--- config.mk ---
export PLATFORM = sky130hd
export DESIGN_NAME = bitstream_serializer
export DESIGN_NICKNAME = d
export VERILOG_FILES = /design/src/rtl/bitstream_serializer.sv
export SDC_FILE = /design/constraint.sdc
export NUM_CORES = 1
export LEC_CHECK = 0
export CORE_MARGIN = 4
export CORE_UTILIZATION = 55
export DETAILED_ROUTE_END_ITERATION = 16
export PLACE_DENSITY = 0.77
export SYNTH_ARGS = -nofsm -noshare
export SYNTH_HDL_FRONTEND = slang
export SYNTH_SLANG_ARGS = --single-unit
--- constraint.sdc ---
create_clock -name ser_clk -period 10.5 [get_ports ser_clk]
set_clock_uncertainty 0.2 [all_clocks]
set_input_delay 2.1 -clock ser_clk [delete_from_list [all_inputs] [get_ports ser_clk]]
set_output_delay 2.1 -clock ser_clk [all_outputs]
set_load 0.005 [all_outputs]
--- src/rtl/bitstream_serializer.sv ---
`timescale 1ns/1ps
// bitstream_serializer
//   Merges the parallel per-lane bitstream packets of the entropy encoder into
//   a single byte stream. Accepted lane groups are written (non-empty lanes
//   only, ascending lane order) into a packet FIFO; the head packet is then
//   expanded byte by byte, including the run-length carry forms (flags 5-7).
//
// Ports
//   ser_clk       clock, rising edge
//   ser_reset     asynchronous, active-low reset
//   in_bits       lane L byte k (k=1..5) at offset (L*5+k-1)*BITSTREAM_WIDTH
//   in_flag       lane L flag at [L*3+2:L*3]
//   in_valid      lane group valid
//   in_ready      group accepted when in_valid && in_ready
//   in_final      end-of-frame marker
//   out_byte      serial byte
//   out_valid     out_byte valid
//   out_ready     sink accepts
//   out_done      one-cycle pulse once the frame is fully drained
//   out_count     bytes accepted downstream in the current frame (saturating)
//   err_overflow  sticky: group offered while in_ready was low
//   err_flag      sticky: flag 4 seen on an accepted group
module bitstream_serializer #(
  parameter int NUM_LANES       = 3,
  parameter int BITSTREAM_WIDTH = 8,
  parameter int FIFO_DEPTH      = 8,
  parameter int COUNT_WIDTH     = 32
) (
  input  logic                                   ser_clk,
  input  logic                                   ser_reset,
  input  logic [NUM_LANES*5*BITSTREAM_WIDTH-1:0] in_bits,
  input  logic [NUM_LANES*3-1:0]                 in_flag,
  input  logic                                   in_valid,
  output logic                                   in_ready,
  input  logic                                   in_final,
  output logic [BITSTREAM_WIDTH-1:0]             out_byte,
  output logic                                   out_valid,
  input  logic                                   out_ready,
  output logic                                   out_done,
  output logic [COUNT_WIDTH-1:0]                 out_count,
  output logic                                   err_overflow,
  output logic                                   err_flag
);

  localparam int W     = BITSTREAM_WIDTH;
  localparam int PTR_W = (FIFO_DEPTH > 1) ? $clog2(FIFO_DEPTH) : 1;
  localparam int OCC_W = $clog2(FIFO_DEPTH + 1);

  typedef enum logic [2:0] {
    S_IDLE, S_DIRECT, S_HEAD, S_RUN, S_TAIL4, S_TAIL5
  } state_t;

  logic [5*W-1:0]   fifo_bytes [FIFO_DEPTH];
  logic [2:0]       fifo_flag  [FIFO_DEPTH];
  logic [PTR_W-1:0] wr_ptr, rd_ptr, rd_inc, src_ptr;
  logic [OCC_W-1:0] occupancy, push_count;
  logic             final_pending;

  logic                   accept, flag4_seen;
  logic [NUM_LANES-1:0]   lane_we;
  logic [PTR_W-1:0]       lane_slot [NUM_LANES];

  state_t         state, state_next;
  logic [2:0]     idx, idx_next;
  logic [W-1:0]   run_cnt, run_cnt_next;
  logic [W-1:0]   byte_next;
  logic           valid_next;
  logic [5*W-1:0] head_word;
  logic [2:0]     head_flag;
  logic           handshake, is_last, pop, load, src_avail;

  assign accept    = in_valid && in_ready;
  assign in_ready  = (occupancy <= OCC_W'(FIFO_DEPTH - NUM_LANES)) && !final_pending;
  assign out_done  = final_pending && (occupancy == '0) && (state == S_IDLE) && !out_valid;
  assign handshake = out_valid && out_ready;
  assign pop       = handshake && is_last;
  assign load      = (state == S_IDLE) || pop;
  assign head_word = fifo_bytes[rd_ptr];
  assign head_flag = fifo_flag[rd_ptr];
  assign rd_inc    = PTR_W'((32'(rd_ptr) + 32'd1) % 32'(FIFO_DEPTH));
  // When the head is retiring, the next packet is loaded on the same edge so
  // there is no idle cycle between packets.
  assign src_ptr   = pop ? rd_inc : rd_ptr;
  assign src_avail = pop ? (occupancy > OCC_W'(1)) : (occupancy != '0);

  // Compact the non-empty lanes of an accepted group into consecutive slots.
  always_comb begin
    push_count = '0;
    flag4_seen = 1'b0;
    lane_we    = '0;
    for (int l = 0; l < NUM_LANES; l++) begin
      logic [2:0] lane_flag;
      lane_flag    = in_flag[l*3 +: 3];
      lane_slot[l] = PTR_W'((32'(wr_ptr) + 32'(push_count)) % 32'(FIFO_DEPTH));
      lane_we[l]   = accept && (lane_flag != 3'd0) && (lane_flag != 3'd4);
      if (accept && (lane_flag == 3'd4)) flag4_seen = 1'b1;
      if (lane_we[l]) push_count = push_count + OCC_W'(1);
    end
  end

  always_ff @(posedge ser_clk) begin
    for (int l = 0; l < NUM_LANES; l++) begin
      if (lane_we[l]) begin
        fifo_bytes[lane_slot[l]] <= in_bits[l*5*W +: 5*W];
        fifo_flag[lane_slot[l]]  <= in_flag[l*3 +: 3];
      end
    end
  end

  // Is the byte currently presented the final byte of the head packet?
  always_comb begin
    is_last = 1'b0;
    case (state)
      S_DIRECT: is_last = (idx == head_flag);
      S_HEAD:   is_last = (head_flag == 3'd5) && (head_word[2*W +: W] == '0);
      S_RUN:    is_last = (head_flag == 3'd5) && (run_cnt == W'(1));
      S_TAIL4:  is_last = (head_flag == 3'd6);
      S_TAIL5:  is_last = 1'b1;
      default:  is_last = 1'b0;
    endcase
  end

  // Expansion FSM: idx is the 1-based position within a direct packet, run_cnt
  // the number of b2 repeats still to present including the current one.
  always_comb begin
    state_next   = state;
    idx_next     = idx;
    run_cnt_next = run_cnt;
    byte_next    = out_byte;
    valid_next   = out_valid;
    if (load) begin
      if (src_avail) begin
        valid_next = 1'b1;
        byte_next  = fifo_bytes[src_ptr][W-1:0];
        if (fifo_flag[src_ptr] >= 3'd5) begin
          state_next = S_HEAD;
        end else begin
          state_next = S_DIRECT;
          idx_next   = 3'd1;
        end
      end else begin
        state_next = S_IDLE;
        valid_next = 1'b0;
      end
    end else if (handshake) begin
      case (state)
        S_DIRECT: begin
          idx_next  = idx + 3'd1;
          byte_next = head_word[int'(idx)*W +: W];
        end
        S_HEAD: begin
          if (head_word[2*W +: W] != '0) begin
            state_next   = S_RUN;
            run_cnt_next = head_word[2*W +: W];
            byte_next    = head_word[W +: W];
          end else begin
            state_next = S_TAIL4;
            byte_next  = head_word[3*W +: W];
          end
        end
        S_RUN: begin
          if (run_cnt > W'(1)) begin
            run_cnt_next = run_cnt - W'(1);
            byte_next    = head_word[W +: W];
          end else begin
            state_next = S_TAIL4;
            byte_next  = head_word[3*W +: W];
          end
        end
        S_TAIL4: begin
          state_next = S_TAIL5;
          byte_next  = head_word[4*W +: W];
        end
        default: ;
      endcase
    end
  end

  always_ff @(posedge ser_clk or negedge ser_reset) begin
    if (!ser_reset) begin
      state         <= S_IDLE;
      idx           <= '0;
      run_cnt       <= '0;
      out_byte      <= '0;
      out_valid     <= 1'b0;
      wr_ptr        <= '0;
      rd_ptr        <= '0;
      occupancy     <= '0;
      final_pending <= 1'b0;
      out_count     <= '0;
      err_overflow  <= 1'b0;
      err_flag      <= 1'b0;
    end else begin
      state     <= state_next;
      idx       <= idx_next;
      run_cnt   <= run_cnt_next;
      out_byte  <= byte_next;
      out_valid <= valid_next;
      wr_ptr    <= PTR_W'((32'(wr_ptr) + 32'(push_count)) % 32'(FIFO_DEPTH));
      if (pop) rd_ptr <= rd_inc;
      occupancy <= occupancy + push_count - OCC_W'(pop);
      // A new in_final in the done cycle starts the next frame's wait.
      final_pending <= (final_pending && !out_done) || in_final;
      if (out_done) begin
        out_count <= '0;
      end else if (handshake && (out_count != '1)) begin
        out_count <= out_count + COUNT_WIDTH'(1);
      end
      if (in_valid && !in_ready) err_overflow <= 1'b1;
      if (flag4_seen) err_flag <= 1'b1;
    end
  end

endmodule

# After elaboration in Yosys (flattened, before gate mapping)

Memories as Yosys holds them, arrays and structs flattened.
Cells that the tools add are included.
Widths: inputs -> output; s select.

Bits in registers: 68
Bits in writable memories: 344
Input port bits: 134
Output and inout bits: 45
Logic and storage cells: 136
Memories kept: 2

Memories:

| memory     | words | bits a word | rd ports | clocked after memory_dff | write ports | line | RTL |
|---|---|---|---|---|---|---|---|
| fifo_bytes | 8     | 40          | 2        | 0                        | 3           | 53   | `logic [5*W-1:0] fifo_bytes [FIFO_DEPTH];` |
| fifo_flag  | 8     | 3           | 2        | 0                        | 3           | 54   | `logic [2:0] fifo_flag [FIFO_DEPTH];` |

Add/subtract/negate cells: 11
$lt $le $gt $ge: 4
Equal/unequal tests: 21
Shift-type cells: 1
Mux-type cells: 39
Bitwise gates (word level): 1
Reductions and logical operators: 45

Operator list:

| kind                  | count |
|---|---|
| $mux 32               | 2 |
| $mux 8                | 7 |
| $shiftx 40x7->8       | 1 |
| $mux 3                | 11 |
| $add 32x1->32 const B | 1 |
| $ne 32x32->1 const B  | 1 |
| $pmux 8 s4            | 1 |
| $eq 3x3->1 const B    | 7 |
| $logic_and 1x1->1     | 21 |
| $pmux 8 s2            | 1 |
| $mux 1                | 12 |
| $ne 3x3->1 const B    | 4 |
| $add 3x3->3           | 3 |
| $pmux 3 s3            | 1 |
| $reduce_bool 3->1     | 3 |
| $add 4x1->4 const B   | 2 |
| $eq 8x1->1 const B    | 1 |
| $gt 8x1->1 const B    | 1 |
| $logic_not 8->1       | 1 |
| $mux 4                | 2 |
| $reduce_bool 2->1     | 4 |
| $reduce_bool 4->1     | 2 |
| $reduce_bool 8->1     | 1 |
| $sub 8x1->8 const B   | 1 |
| other kinds (22)      | 31 |

# Depth between registers and ports, before layout

Depth after elaboration: 12
Depth in mapped cells: 17
Gate-level depth less buffers: 17

# Worst setup path before layout

OpenSTA, ideal clock, no wires.

Path kind: input to register
From: in in_flag[0]
To: mem fifo_bytes[5][0] (netlist name) (enable)
Library setup time: 0.593 ns
Arrival time: 7.737 ns
Required time: 9.707 ns
Slack: 1.970 ns
Cell stages on the path: 5
Path buffers: 1
Path through: clkbuf_1 > o21ai_0 > inv_1 > nand2_1 > o311ai_0

RTL lines:

| what        | line | RTL |
|---|---|---|
| from (decl) | 32   | `input logic [NUM_LANES*3-1:0] in_flag,` |
| to (decl)   | 53   |  |

==> reports/summary.md <==
The run finished with clean final reports. Number of top-level design ports: 179. The clock net in this run drives a total of 412 sinks.

The tightest min-delay check is of the reg2reg type. The half-perimeter wire length of the detailed placement result was 47.22 mm. The floorplan step defined a die boundary enclosing 51,320 sq um. Remaining antenna violation count: 0.

The share of flip-flops with an asynchronous set or reset after synthesis was 0.1650. The count of standard-cell rows came out at 79. The slowest stage of the critical path is the sky130_fd_sc_hd__nand3_4 cell. TritonCTS built the clock tree. The average wire per cell in the routed design was 24.61 um; the number of flops mapped to enable cells by yosys was 344. The headroom to the max-slew limit came out at 0.2395.

The largest net degree at the start of global routing was 88; the number of gates resized after cts was 0. The tools report the number of global-route vias before repair as 20,132. The fraction of final layout cells sized beyond drive strength 1 was 0.09510; the power per cell area was 186.5 nW/um^2. For the initial antenna violation count, the log shows 3. The number of post-CTS setup repair buffers was 0; the worst hold slack was 0.2740 ns. Kind of critical path: in2reg.

The number of hold violations in the final report was 0. In this run the critical register-to-register path is launched from rd_ptr[0]$_DFF_PN0_. Walking the worst path, the cells encountered are clkdlybuf4s50_1 -> o21ai_1 -> ha_1 -> ha_1 -> inv_1 -> fa_1 -> xor2_1 -> nand3_4 -> o311ai_2 -> buf_4. Capturing element type of the critical path: a register.

During synthesis, Yosys emitted a total of 0 warnings. The share of the clock period used by the worst path is 0.6076. The max-slew violation count is 0. The horizontal die dimension was 226.5 um. In this run the clock root is driven by a sky130_fd_sc_hd__clkbuf_16.

The die is 226.5 um tall. The number of max-capacitance violations reported is 0, and the number of port buffers is 178. Once placement completed, the tool counted placed cells totaling 2,980.

Maximum clock path buffer count: 3. The required time of the critical path is 10.51 ns, and the count of final setup violators is 0. The utilization after layout was 0.6238; the number of register bits inferred by synthesis was 412. The total area inside the core boundary comes to 46,850 sq um.

The global-route usage over all layers was 0.2885. The number of nets in the layout came out at 2,576. The synthesized netlist contains 81 unique library cells. The tools report the number of vias after detailed routing as 20,331. The mapped netlist covers 26,270 sq um. At the later pin of the worst-skew pair, clock insertion delay measures 0.59 ns. The analysis attributes to cell leakage a power of 10.90 nW. The kind of cell adding the most delay to the critical path was buffers and inverters.

The number of buffers inserted by hold repair at cts is 0. After layout, the design draws a total of 5.450 mW. In this run the most critical hold path is launched from err_overflow$_DFFE_PN0P_. The tools report the critical path startpoint as in_flag[4]. Initial standard-cell utilization of the core: 0.5606.

Counting every instance in the synthesized netlist gives 2,462. The number of H-tree branching levels was 2; the detailed-route wire length was 75.27 mm. The first global-routing pass estimated 115.4 mm of wire. Setup repair after global routing left no endpoint under its margin. By instance count, the cell type seen most on the critical path is sky130_fd_sc_hd__ha_1.

The routability congestion estimate from global placement came out at 0.9779. At the pin with the least slew margin, the transition time is 1.138 ns. The largest single stage delay on the critical path is 0.88 ns. Data on the critical path arrives at its endpoint at 6.39 ns. The final critical path time including I/O delays and setup is 6.379 ns. VDD sags by at most 126.8 uV.

Synthesis-to-finish area growth: 11.26%. The number of optimization iterations in the first detailed-route pass came out at 6. The run gives 2,543 as the iteration-0 DRC count of the detailed router. The critical path contains buffers and inverters numbering 3 combined.

The tools report the startpoint class of the critical path as a primary input. After detailed routing, the number of vias per cell comes to 6.646. The logs give 0.4580 for the share of synthesized area occupied by flip-flops and latches and 0 for the sum of overflow across all layers after global routing. Once layout is complete, the cells apart from fillers number 3,059. Along the worst path, the maximum fanout reaches 87. For the post-synth net total, the log shows 2,617.

The synthesized area divided by synthesized cell count was 10.67 sq um; the final routed DRC violation total was 0. Clock-pin slew was measured on the worst setup and hold paths at 0.06 ns. CTS buffer count: 46.

The commonest register cell after synthesis is sky130_fd_sc_hd__edfxtp_1. Timing would allow up to 156.8 MHz. Adding up every negative setup slack in the final design gives 0 ns.
==> cell usage after synthesis, drive strengths merged, types with 10 or more instances <==
cell type,number,area share
mux2i,427,0.16
edfxtp,344,0.39
nor2,267,0.039
nand2,225,0.032
o21ai,212,0.041
a21oi,200,0.038
clkbuf,200,0.029
buf,102,0.022
mux4,99,0.086
dfrtp,68,0.065
inv,35,0.0050
xor2,23,0.0077
nand3,22,0.0042
ha,18,0.0086
nor3,18,0.0034
xnor2,16,0.0053
or3,15,0.0036
nand4,11,0.0026
a221oi,10,0.0033
o221ai,10,0.0033
==> layout by cell type (no fill, tap or decap), drive strengths merged, types with 10 or more instances in the layout <==
cell and count:
or3 15, nand4 11, clkbuf 58, o21ai 212, a21oi 200, nor3 18
inv 37, nand3 22, a221oi 10, clkdlybuf4s50 177, o221ai 10, ha 18
dfrtp 68, edfxtp 344, nor2 267, clkinv 14, buf 36, mux2i 427
nand2 225, xor2 23, xnor2 16, mux4 99
==> power breakdown <==
group	total (mW)	internal, mW	switching, mW
Combinational	1.91	0.879	1.03
Sequential	2.03	1.84	0.191
Clock	1.51	0.841	0.667
==> logic make-up (layout without fill, tap and decap cells) <==
logic type                 Yosys count  in the layout  synth area share
and+or+nand+nor                    604            604           0.09698
muxes                              535            535            0.2529
AOI/OAI and AO/OA                  514            514            0.1118
DFF                                412            412            0.4580
buffers and inverters              337            325           0.05640
xor gates and xnor gates            39             39           0.01300
adders and majority gates           21             21           0.01086
other                                0              2                 0
==> cell type report <==
| type | instances | area, sq um |
|---|---|---|
| sequential | 412 | 12040 |
| multi-input combinational | 1713 | 12890 |
| clock buffer | 58 | 1216 |
| tap | 607 | 759.5 |
| timing repair buffer | 213 | 2039 |
| antenna | 2 | 5.005 |
| inverter | 35 | 131.4 |
| clock inverter | 19 | 140.1 |
| fill | 3548 | 17630 |
==> routing by layer <==
metal	GRT usage	share of wire
met1	0.3748	0.37
met2	0.4715	0.48
met3	0.05593	0.10
met4	0.1355	0.047
met5	0	0.00015
==> metrics by stage <==
step,worst slack [ns],area [sq um]
after floorplan,1.970,26270
after CTS,4.259,29220
final,4.121,29230
after global routing,3.951,29230
after detailed placement,3.658,27860
after global placement,3.804,27860
==> path summary, 6_finish.rpt <==
| kind | depth (start not counted) | end | slack, ns |
|---|---|---|---|
| setup / recovery | 10 | fifo_bytes[1][20]$_DFFE_PP_ | 4.12 |
| hold / removal | 1 | err_overflow$_DFFE_PN0P_ | 0.27 |
| setup reg to reg | 14 | occupancy[1]$_DFF_PN0_ | 4.56 |
| hold reg to reg | 1 | err_overflow$_DFFE_PN0P_ | 0.27 |
| max in group asynchronous | 2 | rd_ptr[0]$_DFF_PN0_ | 7.88 |
| min in group asynchronous | 2 | out_count[4]$_DFFE_PN0P_ | 1.54 |
==> registers in the layout, summed over array words and instances, names as in the netlist <==
register       flops
fifo_bytes       320
out_count         32
fifo_flag         24
out_byte           8
run_cnt            8
occupancy          4
idx                3
rd_ptr             3
state              3
wr_ptr             3
err_flag           1
err_overflow       1
final_pending      1
out_valid          1
(Power assumes the default switching activity.)
